**src/rtl/stdout_uart.sv**
```systemverilog
// stdout_uart: prints each 16-bit word from the TOY core's stdout port.
// Each word goes out on an 8N1 UART line as four uppercase ASCII hex digits
// followed by a line terminator. Words wait in a small FIFO until they are sent.
// Optional feature macro: STDOUT_UART_CRLF_EN. When defined, the terminator is
// CR LF (six frames per word). When undefined, it is LF only (five frames).
module stdout_uart #(
  parameter int CLKS_PER_BIT = 868,
  parameter int FIFO_DEPTH   = 4
) (
  input  logic        clk_i,
  input  logic        rst_i,
  input  logic        val_i,
  input  logic [15:0] data_i,
  output logic        rdy_o,
  output logic        txd_o,
  output logic        busy_o
);

  localparam int PTR_W  = $clog2(FIFO_DEPTH);
  localparam int CNT_W  = PTR_W + 1;
  localparam int BAUD_W = (CLKS_PER_BIT > 1) ? $clog2(CLKS_PER_BIT) : 1;

  localparam logic [BAUD_W-1:0] BAUD_LAST = BAUD_W'(CLKS_PER_BIT - 1);
  localparam logic [CNT_W-1:0]  FULL_CNT  = CNT_W'(FIFO_DEPTH);

`ifdef STDOUT_UART_CRLF_EN
  localparam logic [2:0] CHAR_LAST = 3'd5;  // 4 digits, CR, LF
  localparam logic [7:0] TERM0     = 8'h0D;
`else
  localparam logic [2:0] CHAR_LAST = 3'd4;  // 4 digits, LF
  localparam logic [7:0] TERM0     = 8'h0A;
`endif

  typedef enum logic [1:0] {
    IDLE,
    START,
    DATA,
    STOP
  } state_t;

  // ---------------------------------------------------------------------------
  // Word FIFO
  // ---------------------------------------------------------------------------
  logic [15:0]      mem [FIFO_DEPTH];
  logic [PTR_W-1:0] wr_ptr;
  logic [PTR_W-1:0] rd_ptr;
  logic [CNT_W-1:0] count;
  logic             nonempty_q;
  logic             full;
  logic             push;
  logic             pop;

  assign full  = (count == FULL_CNT);
  // Held low during reset. A full FIFO never accepts a word, even in a pop cycle.
  assign rdy_o = !rst_i && !full;
  assign push  = val_i && rdy_o;

  // Storage array: only written when a word is accepted.
  // NOTE: the data array is not reset. Count and pointers alone decide what is valid.
  always_ff @(posedge clk_i) begin
    if (push) mem[wr_ptr] <= data_i;
  end

  // FIFO pointers, occupancy and the delayed non-empty flag seen by the formatter.
  // NOTE: sequential state uses non-blocking assignments only, so every register
  // samples values from before the edge.
  always_ff @(posedge clk_i or posedge rst_i) begin
    if (rst_i) begin
      wr_ptr     <= '0;
      rd_ptr     <= '0;
      count      <= '0;
      nonempty_q <= 1'b0;
    end else begin
      if (push) wr_ptr <= wr_ptr + PTR_W'(1);
      if (pop)  rd_ptr <= rd_ptr + PTR_W'(1);
      case ({push, pop})
        2'b10:   count <= count + CNT_W'(1);
        2'b01:   count <= count - CNT_W'(1);
        default: count <= count;
      endcase
      // One cycle behind the count: a word accepted at edge N is popped at N+2.
      nonempty_q <= (count != '0);
    end
  end

  // ---------------------------------------------------------------------------
  // Formatter and 8N1 transmitter
  // ---------------------------------------------------------------------------
  state_t            state;
  logic [BAUD_W-1:0] baud;
  logic [2:0]        bit_idx;
  logic [2:0]        char_idx;
  logic [15:0]       hold;
  logic [3:0]        nib;
  logic [7:0]        cur_char;
  logic              baud_done;
  logic              word_done;

  assign baud_done = (baud == BAUD_LAST);
  assign word_done = (char_idx == CHAR_LAST);

  // A pop happens when leaving IDLE, or at the end of the last stop bit of a word.
  assign pop = nonempty_q && (count != '0) &&
               ((state == IDLE) || ((state == STOP) && baud_done && word_done));

  assign busy_o = (state != IDLE) || (count != '0);

  // Pick the character at char_idx: hex digits MSB nibble first, then the terminator.
  // NOTE: every output gets a default first, so this combinational block cannot infer a latch.
  always_comb begin
    nib      = 4'h0;
    cur_char = 8'h0A;
    case (char_idx)
      3'd0:    nib = hold[15:12];
      3'd1:    nib = hold[11:8];
      3'd2:    nib = hold[7:4];
      3'd3:    nib = hold[3:0];
      default: nib = 4'h0;
    endcase
    if (char_idx < 3'd4) begin
      cur_char = (nib < 4'd10) ? (8'h30 + {4'h0, nib}) : (8'h37 + {4'h0, nib});
    end else if (char_idx == 3'd4) begin
      cur_char = TERM0;
    end
  end

  // Frame sequencer: one bit time per state step; txd_o is registered.
  always_ff @(posedge clk_i or posedge rst_i) begin
    if (rst_i) begin
      state    <= IDLE;
      baud     <= '0;
      bit_idx  <= '0;
      char_idx <= '0;
      hold     <= '0;
      txd_o    <= 1'b1;
    end else begin
      case (state)
        IDLE: begin
          txd_o <= 1'b1;
          baud  <= '0;
          if (pop) begin
            hold     <= mem[rd_ptr];
            char_idx <= '0;
            txd_o    <= 1'b0;
            state    <= START;
          end
        end

        START: begin
          if (baud_done) begin
            baud    <= '0;
            bit_idx <= '0;
            txd_o   <= cur_char[0];
            state   <= DATA;
          end else begin
            baud <= baud + BAUD_W'(1);
          end
        end

        DATA: begin
          if (baud_done) begin
            baud <= '0;
            if (bit_idx == 3'd7) begin
              txd_o <= 1'b1;
              state <= STOP;
            end else begin
              bit_idx <= bit_idx + 3'd1;
              txd_o   <= cur_char[bit_idx + 3'd1];
            end
          end else begin
            baud <= baud + BAUD_W'(1);
          end
        end

        STOP: begin
          if (baud_done) begin
            baud <= '0;
            if (!word_done) begin
              char_idx <= char_idx + 3'd1;
              txd_o    <= 1'b0;
              state    <= START;
            end else if (pop) begin
              // Back-to-back words: start the next one with no idle gap.
              hold     <= mem[rd_ptr];
              char_idx <= '0;
              txd_o    <= 1'b0;
              state    <= START;
            end else begin
              state <= IDLE;
            end
          end else begin
            baud <= baud + BAUD_W'(1);
          end
        end

        default: begin
          state <= IDLE;
          txd_o <= 1'b1;
        end
      endcase
    end
  end

endmodule

```
**config.mk**
```make
export PLATFORM = sky130hd
export DESIGN_NAME = stdout_uart
export DESIGN_NICKNAME = d
export VERILOG_FILES = /design/src/rtl/stdout_uart.sv
export SDC_FILE = /design/constraint.sdc
export NUM_CORES = 1
export LEC_CHECK = 0
export CAP_MARGIN = 15
export CORE_MARGIN = 5
export CORE_UTILIZATION = 40
export CTS_CLUSTER_DIAMETER = 60
export DETAILED_ROUTE_END_ITERATION = 10
export GPL_TIMING_DRIVEN = 1
export PLACE_DENSITY_LB_ADDON = 0.15
export SETUP_SLACK_MARGIN = 0.15
export SLEW_MARGIN = 20
export SYNTH_ARGS = -nofsm -noshare
export SYNTH_HDL_FRONTEND = slang
export SYNTH_SLANG_ARGS = --single-unit
export TNS_END_PERCENT = 20
```
**constraint.sdc**
```tcl
create_clock -name clk_i -period 4.38 [get_ports clk_i]
set_clock_uncertainty 0.2 [all_clocks]
set_input_delay 1.314 -clock clk_i [delete_from_list [all_inputs] [get_ports clk_i]]
set_output_delay 1.314 -clock clk_i [all_outputs]
set_load 0.03 [all_outputs]
```
# Yosys cells after proc, flatten, opt, wreduce, memory -nomap -nowiden
# Memory sizes are Yosys's and may differ from the RTL's.
# Index checks and enable logic that the tools add are counted.
# totals
in_bits	19
regBits	43
memories	1
ram_bits	64
wordCells	104
output_inout_bits	3
# op_classes
eq_ne	20
muxes	38
n_addsub	9
magnitude_cmp	3
reduce_logical	23
# memory_table
memory	depth	width	rd	rd_clocked_by_memory_dff	wr	line	text
mem	4	16	1	0	1	44	logic [15:0] mem [FIFO_DEPTH];
# op_table
operator	count
$mux W16	3
$pmux W16 S2	1
$pmux W10 S2	1
$mux W3	6
$pmux W3 S2	3
$pmux W4 S4	1
$add A6 B4 Y7 const A	2
$mux W7	2
$ne A2 B2 Y1 const B	7
$mux W1	12
$add A10 B1 Y10 const B	1
$eq A10 B10 Y1 const B	1
$mux W10	1
$mux W2	5
$add A3 B1 Y3 const B	3
$eq A3 B3 Y1 const B	3
$pmux W2 S4	1
$reduce_and A4 Y1	2
$reduce_bool A2 Y1	4
$eq A2 B2 Y1 const B	3
$eq A3 B2 Y1 const B	2
$logic_and A1 B1 Y1	6
$reduce_and A5 Y1	1
$add A2 B1 Y2 const B	2
other kinds (17)	20

# Longest topological paths before layout
# Gate-level depths: netlist of the first run.
# logic_depth
word_depth	10
ltp_mapped	12
mapped_depth_nobuf	12

# Least setup slack after synthesis of the first run
# Ideal clock, no wire load.
# synth_timing
path_kind	input -> output
startpoint	in rst_i
endpoint	out rdy_o
path_stages	1
path_slack_ps	919
n_path_buf	0
arrival_time_ps	1947
required_time_ps	2866
cell_sequence	a31oi_1
# synth_via
elab_chain_len	2
# synth_lines
item	line	text
start: declaration	11	input logic rst_i,
$logic_not A1 Y1 (no line)	n/a	
$logic_and A1 B1 Y1	55	assign rdy_o = !rst_i && !full;
end: declaration	14	output logic rdy_o,
# Every way passes these cells.

# Final worst setup path of the first run
# Ends and elaborated chain as after synthesis.

==> results.toml, run 1 <==
[timing]
hold_violations = 0
final.min_clock_period_ns = 3.82
hold_slack_ns = 0.299
worst_pin_slew_ns = 0.818
finalCritPeriodShare_pct = 87.2
slew_violations = 0
tns_ns = 0
grt_setup_unrepaired = "no"
max_freq_mhz = 262
slew_headroom_pct = 45.5
setup_violations = 0

[cts]
clock_sinks = 107
postCtsSetupRepairBufs = 0
clockBufferDepth = 2
cts_buffers = 9
cts_max_level = 3
clk_pin_slew_worst_paths_ns = 0.07
cts_tree = "yes"
post_cts_resize_count = 0
hold_buffers = 0
cts_root_buf = "clkbuf_16"
worstSkewPairLatency_ns = 0.35

[worst_setup_path]
crit_type = "input port to output port"
cp-start-kind = "input port"
cp-end-kind = "output port"
crit_path_max_fanout = 6
worstPathArrival_ns = 2.31
required_ns = 2.87

[synth]
synth-edff-count = 64
ys_seq_elements = 107
ys_seq_area_share_pct = 61.4
synthTopCellsByCount = "edfxtp_1 (64), dfrtp_1 (42), ha_1 (19), nand2_1 (19), nor2_1 (19)"
yosysWarnings = 0
synthFlopType = "edfxtp_1"
yosys.area.top_type_share_pct = 39.4
postSynth.asyncResetShare_pct = 40.2
synth_cells = 333
synthesis.nets = 372
synth_area_leaders = "edfxtp_1 (39%), dfrtp_1 (22%), mux4_2 (7.4%)"
ys_types = 56
synth_top_area_cell = "edfxtp_1"
synth_most_common_cell = "edfxtp_1"
avgSynthCellArea_um2 = 14.7
syn_area_um2 = 4880

[route]
wl_per_cell_um = 16.9
finalWirelength_um = 8670
ant_nets = 0
drcViolationCount = 0
via_per_inst = 5.39
drtIter0Drc = 131
firstDrtPassIters = 5
vias = 2770

[layout]
fin_util_pct = 46.5
fillers = 1075
area_growth_pct = 14.4
stdcell_area_um2 = 5590
nets = 401
drive_gt1_share_pct = 18.5
antenna_cells = 0

[grt]
grt_pass1_vias = 2807
antenna_found_initial = 0
globalRoute.totalOverflow = 0
grt_first_pass_wirelength_um = 14500
grt_max_degree = 44
grtUsageTotal_pct = 12.8

[placed_design]
hpwl_um = 5690
placed_area_um2 = 5280
port_buffers = 21
place.gp.congestion = 0.861

[power]
power_density_nw_per_um2 = 616
pwr-share-seq_pct = 43.4
p_sw_mw = 1.09
leakage_nw = 2.16
power_mw = 3.44
combPwrFrac_pct = 32.3
p_int_mw = 2.35
peakVddDrop_v = 0.000318
pwr-share-clk_pct = 24.3
switching_share_pct = 31.7

[die]
rows = 40
die_w_um = 120
io_pins = 22
fp.dieH_um = 120
die_area_um2 = 14500
initial_core_util_pct = 40.7
core_um2 = 12000

[status]
status = "finished, final reports clean"

[min_path]
hold_path.class = "flop to flop"

[run]
cap_violations = 0
flip-flops by register name, summed over array words and instances, names as in the netlist:
signal      count
txd_o           1
nonempty_q      1
baud           10
wr_ptr          2
count           3
bit_idx         3
mem            64
hold           16
state           2
char_idx        3
rd_ptr          2
placed cells by master, fill, tap and decap left out, types with 5 or more instances in the layout:
master and instances:
a22o_1 6, xor2_1 6, xnor2_1 6, buf_4 8
ha_1 19, edfxtp_1 64, and3_1 9, a21oi_1 12
clkdlybuf4s50_1 20, inv_1 16, nand2_1 19, clkbuf_16 9
mux4_2 16, mux2_2 7, dfrtp_1 41, nand3_1 5
nor2_1 19, mux2_4 11, o21ai_0 14
power groups by stage:
stage / Combinational, mW / Clock, mW / Sequential (mW)
final: 1.11 / 0.837 / 1.49
after global routing: 1.25 / 0.898 / 1.53
after global placement: 1.11 / 0 / 1.52
after CTS: 1.13 / 0.863 / 1.51
after floorplan: 0.980 / 0 / 1.40
after detailed placement: 1.12 / 0 / 1.52
logic make-up (layout without fill, tap and decap cells):
group / Yosys count / count (layout) / synth area share [%]
mux: 37 / 37 / 13.0
compound gates: 53 / 53 / 7.48
flops: 107 / 107 / 61.4
simple gates: 77 / 77 / 8.33
xor+xnor: 12 / 12 / 2.15
buf+inv: 27 / 61 / 2.36
fa+ha+maj: 20 / 20 / 5.28
worst paths after layout:
check / from / to / slack [ns] / cells after the start
min in group asynchronous: rst_i / count[2] / 1.23 / 3
max in group asynchronous: rst_i / rd_ptr[0] / 2.33 / 3
worst max-delay path: rst_i / rdy_o / 0.56 / 3
worst max register to register: baud[0] / count[2] / 1.21 / 13
worst min register to register: baud[0] / baud[0] / 0.30 / 1
worst min-delay path: baud[0] / baud[0] / 0.30 / 1
through the flow:
stage	setup WS [ns]	instances
3_5_place_dp	0.567	498
2_1_floorplan	0.919	333
4_1_cts	0.566	514
5_1_grt	0.486	514
3_3_place_gp	0.614	498
6_report	0.559	514
routing by layer:
| metal | vias up | wire, µm | GRT usage (%) |
|---|---|---|---|
| li1 | 1313 | - | - |
| met1 | 1398 | 4020 | 16.8 |
| met2 | 49 | 4180 | 20.9 |
| met3 | 10 | 314 | 3.60 |
| met4 | 0 | 151 | 3.90 |
| met5 | - | 0 | 0 |
critical path, cell delays in order:
cell	delay, ns
clkdlybuf4s50_1	0.42
a31oi_1	0.33
buf_4	0.24
layout make-up:
type | instances | area, µm² | area share [%]
clock inverters | 6 | 78.8 | 1.41
flip-flops and latches | 107 | 3000 | 53.7
inverters | 17 | 63.8 | 1.14
well taps | 147 | 184 | 3.29
repair buffers | 28 | 260 | 4.66
clock buffers | 10 | 229 | 4.10
multi-input cells | 199 | 1770 | 31.7
(Power assumes the default switching activity.)
==> run 2: changes to the inputs <==
DONT_BUFFER_PORTS = 1   (was default)
==> run 2 against run 1 <==
Net effect:
- setup slack better by 0.66 ns
- clock-buffer cell count is 1 lower
- maximum frequency is 21% higher
- hold slack worse by 0.0039 ns
- final cell count is 4.5% lower
==> results.toml, run 2 (synthesis results as in run 1) <==
[die]
die_w_um = 120
initial_core_util_pct = 40.7
die_area_um2 = 14500
fp.dieH_um = 120
rows = 40
io_pins = 22
core_um2 = 12000

[min_path]
min_to = "baud[0]"
hold_path.class = "flop to flop"
holdCritStartpoint = "baud[0]"
holdPathStages = 1

[layout]
antenna_cells = 0
drive_gt1_share_pct = 19.2
nets = 378
reg.largest.list = "mem (64), hold (16), baud (10)"
final_common_cell = "edfxtp_1"
fin_util_pct = 44.7
area_growth_pct = 9.94
final_cell_mix = "edfxtp_1 (64), dfrtp_1 (41), nand2_1 (19), nor2_1 (19), ha_1 (19)"
stdcell_area_um2 = 5370
largest_register = "mem"
largest_reg_flops = 64

[grt]
globalRoute.totalOverflow = 0
grtUsageTotal_pct = 13.3
grt_pass1_vias = 2712
grt_max_degree = 42
antenna_found_initial = 0
grt_first_pass_wirelength_um = 14800

[route]
top_layer = "met4"
finalWirelength_um = 8790
met2_wirelength_um = 4280
via_per_inst = 5.35
wl_met1_um = 3980
met3_wirelength_um = 428
ant_nets = 0
drtIter0Drc = 184
drcViolationCount = 0
wl_per_cell_um = 17.9
firstDrtPassIters = 4
vias = 2628

[timing]
hold_violations = 0
tns_ns = 0
grt_setup_unrepaired = "no"
worst_pin_slew_ns = 0.923
max_freq_mhz = 317
slew_violations = 0
fin_ws_ns = 1.22
setup_violations = 0
slew_headroom_pct = 38.5
finalCritPeriodShare_pct = 72.1
final.min_clock_period_ns = 3.16

[cts]
clock_sinks = 107
worstSkewPairLatency_ns = 0.35
cts_root_buf = "clkbuf_16"
postCtsSetupRepairBufs = 0
clk_pin_slew_worst_paths_ns = 0.08
cts_max_level = 3
post_cts_resize_count = 0
cts_tree = "yes"
hold_buffers = 0
clockBufferDepth = 2
cts_buffers = 9

[power]
power_mw = 3.43
pwr-share-seq_pct = 43.9
peakVddDrop_v = 0.000421
pwr-share-clk_pct = 24.8
power_density_nw_per_um2 = 639
p_int_mw = 2.33
switching_share_pct = 32.1
combPwrFrac_pct = 31.3
leakage_nw = 2.07
p_sw_mw = 1.10

[worst_setup_path]
path_delay_family = "buffers and inverters"
reg2reg_depth = 13
worstPathCellList = "a31oi_1 -> buf_4"
r2r_slack_ns = 1.23
required_ns = 2.87
cpMaxStageDelayCell = "buf_4"
r2r_end = "count[2]"
crit_type = "input port to output port"
cp-start-kind = "input port"
cpPeakStageDelay_ns = 0.20
worstPathArrival_ns = 1.64
crit_path_max_fanout = 6
cp-end-kind = "output port"
timing.rr.start = "baud[0]"
cp_num_buf_inv = 1

[status]
status = "finished, final reports clean"

[placed_design]
place_ws_ns = 1.23
port_buffers = 0
hpwl_um = 5730
placed_area_um2 = 5050
place.gp.congestion = 0.767

[run]
cap_violations = 0
[run 2: cell count changes in the layout (fill, tap and decap cells not counted), moves of 2 or more]
cell             previous run  this run
inv_6                       1         3
buf_4                       8         5
clkdlybuf4s50_1            20         0
clkinv_4                    2         0
[run 2: routing by layer]
metal  vias up  track usage, %
met5         -               0
met4         0            4.04
met3         9            4.58
met2        50            21.2
met1      1301            17.4
li1       1268               -
[run 2: how the worst max path moves through the flow]
stage | from | end | slack [ns] | cells past startpoint
6_report | rst_i | rdy_o | 1.22 | 2
5_1_grt | baud[0] | count[2] | 1.08 | 13
4_1_cts | baud[0] | count[2] | 1.21 | 13
3_5_place_dp | rst_i | rdy_o | 1.23 | 2
3_3_place_gp | rst_i | rdy_o | 1.22 | 2
2_1_floorplan | rst_i | rdy_o | 0.92 | 1
[run 2: power by group through the flow]
stage	Combinational, mW	Clock [mW]	Sequential [mW]
floorplan	0.980	0	1.40
global placement	1.08	0	1.53
detailed placement	1.09	0	1.53
CTS	1.09	0.873	1.51
global route	1.20	0.913	1.54
finish	1.07	0.850	1.50
[run 2: layout make-up]
cell class / count / area [µm²]
fill: 1055 / 6640
sequential: 107 / 3000
multi-input combinational: 199 / 1770
clock buffer: 9 / 225
tap: 147 / 184
clock inverter: 7 / 88.8
inverter: 17 / 63.8
timing repair buffer: 5 / 37.5
[run 2: metrics by stage]
| stage | instances | hold slack [ns] |
|---|---|---|
| after detailed placement | 475 | 0.279 |
| final | 491 | 0.295 |
| after global routing | 491 | 0.312 |
| after CTS | 491 | 0.299 |
| after floorplan | 333 | 0.248 |
| after global placement | 475 | 0.261 |
==> run 3: changes to the inputs <==
clock period = 2.8 ns   (was 4.38 ns; I/O delays follow)
==> run 3 against run 2 <==
Net effect:
- the run now ends with setup timing left
- non-clock buffer count rose by 21
- sequential cell count is the same
- combinational power up 89%
- register-to-register slack worse by 1.3 ns
- critical path depth is 10 higher
- sequential power grew 48%
- hold slack better by 0.0069 ns
==> results.toml, run 3 (synthesis results as in run 1) <==
[status]
status = "complete, but fails checks"
violations = "setup timing"

[worst_setup_path]
crit_path_max_fanout = 3
worstPathArrival_ns = 2.91
startpoint = "baud[1]"
required_ns = 2.88
reg2reg_depth = 12
cp-end-kind = "flop"
timing.rr.start = "baud[1]"
crit_type = "flop to flop"
endpoint = "count[2]"
r2r_slack_ns = -0.03
r2r_end = "count[2]"
cp-start-kind = "flop"

[route]
finalWirelength_um = 8820
vias = 2736
wl_per_cell_um = 17.2
via_per_inst = 5.34
drcViolationCount = 0
firstDrtPassIters = 4
ant_nets = 0
drtIter0Drc = 191

[run]
cap_violations = 0

[cts]
clk_pin_slew_worst_paths_ns = 0.07
hold_buffers = 0
cts_tree = "yes"
clockBufferDepth = 2
cts_root_buf = "clkbuf_16"
cts_buffers = 9
clock_sinks = 107
worstSkewPairLatency_ns = 0.35
cts_max_level = 3

[timing]
grt_setup_unrepaired = "yes"
hold_violations = 0
worst_pin_slew_ns = 0.571
slew_violations = 0
setup_violations = 1
max_freq_mhz = 353
final.min_clock_period_ns = 2.83
fin_ws_ns = -0.0318
slew_headroom_pct = 61.9
finalCritPeriodShare_pct = 101
tns_ns = -0.0318

[layout]
instances_no_fill = 512
nets = 399
largest_reg_flops = 64
fin_util_pct = 46.6
final_cell_mix = "edfxtp_1 (64), dfrtp_1 (42), buf_4 (25)"
reg.largest.list = "mem (64), hold (16), baud (10)"
largest_register = "mem"
final_common_cell = "edfxtp_1"
area_growth_pct = 14.5
fillers = 1057
antenna_cells = 0
drive_gt1_share_pct = 26.3

[die]
io_pins = 22
initial_core_util_pct = 40.7
fp.dieH_um = 120
die_w_um = 120
rows = 40
core_um2 = 12000
die_area_um2 = 14500

[placed_design]
port_buffers = 0
place.gp.congestion = 0.759
hpwl_um = 5780
dp_cells = 490

[power]
peakVddDrop_v = 0.000533
leakage_nw = 2.19
power_density_nw_per_um2 = 1010
power_mw = 5.65

[grt]
grtUsageTotal_pct = 13.3
grt_max_degree = 44
globalRoute.totalOverflow = 0
grt_first_pass_wirelength_um = 14800
antenna_found_initial = 0
grt_pass1_vias = 2835

[min_path]
hold_path.class = "flop to flop"
[run 3: cell types whose count changed in the layout (fill, tap and decap cells not counted), sizes merged]
cell and change:
buf +21, inv -2, bufinv +1, clkbuf +1
[run 3: per-stage QoR]
stage / hold WS (ns) / worst slack (ns) / instance area [µm²]
after detailed placement: 0.297 / 0.0110 / 5180
after CTS: 0.308 / -0.0200 / 5550
after global routing: 0.331 / -0.193 / 5590
after floorplan: 0.248 / -0.0448 / 4890
after global placement: 0.295 / 0.0669 / 5180
final: 0.302 / -0.0318 / 5590
[run 3: layer usage]
| layer | GRT usage (%) | vias to the layer above | wire (µm) |
|---|---|---|---|
| met1 | 16.5 | 1381 | 3990 |
| met3 | 4.30 | 12 | 353 |
| li1 | - | 1305 | - |
| met2 | 21.8 | 38 | 4320 |
| met4 | 4.89 | 0 | 154 |
| met5 | 0 | - | 0 |
[run 3: worst min path at each step]
stage,start,end,slack [ns],cells after the start
after global routing,count[0],count[0],0.33,1
after detailed placement,count[0],count[0],0.30,1
after floorplan,baud[0],baud[0],0.25,1
after global placement,count[0],count[0],0.30,1
final,count[0],count[0],0.30,1
after CTS,count[0],count[0],0.31,1
[run 3: final cells by class]
type	instances	area (µm²)	area share, %
inverters	17	63.8	1.14
flip-flops and latches	107	3000	53.6
multi-input cells	199	1800	32.2
clock inverters	6	108	1.92
repair buffers	26	208	3.71
clock buffers	10	229	4.09
well taps	147	184	3.29
[run 3: worst max-delay path, stage by stage (launching register included)]
cell,delay (ns)
dfrtp_1,0.37
ha_2,0.18
or3b_4,0.38
nor4_4,0.24
and3_4,0.24
nor2_2,0.04
nor2_2,0.14
ha_2,0.20
inv_2,0.04
fa_2,0.32
xor2_1,0.15
nor2_1,0.13
xor2_1,0.14
[run 3: power breakdown]
group	internal [mW]	leakage, nW	switching [mW]
Clock	0.806	0.163	0.602
Combinational	1.06	0.912	0.959
Sequential	2.02	1.11	0.196
Total	3.89	2.19	1.76
[run 3: repair_timing]
item	in CTS	in global routing
resized for setup	5	6
setup endpoints to repair	3	4
buffers inserted	1	5
pin swaps	2	6
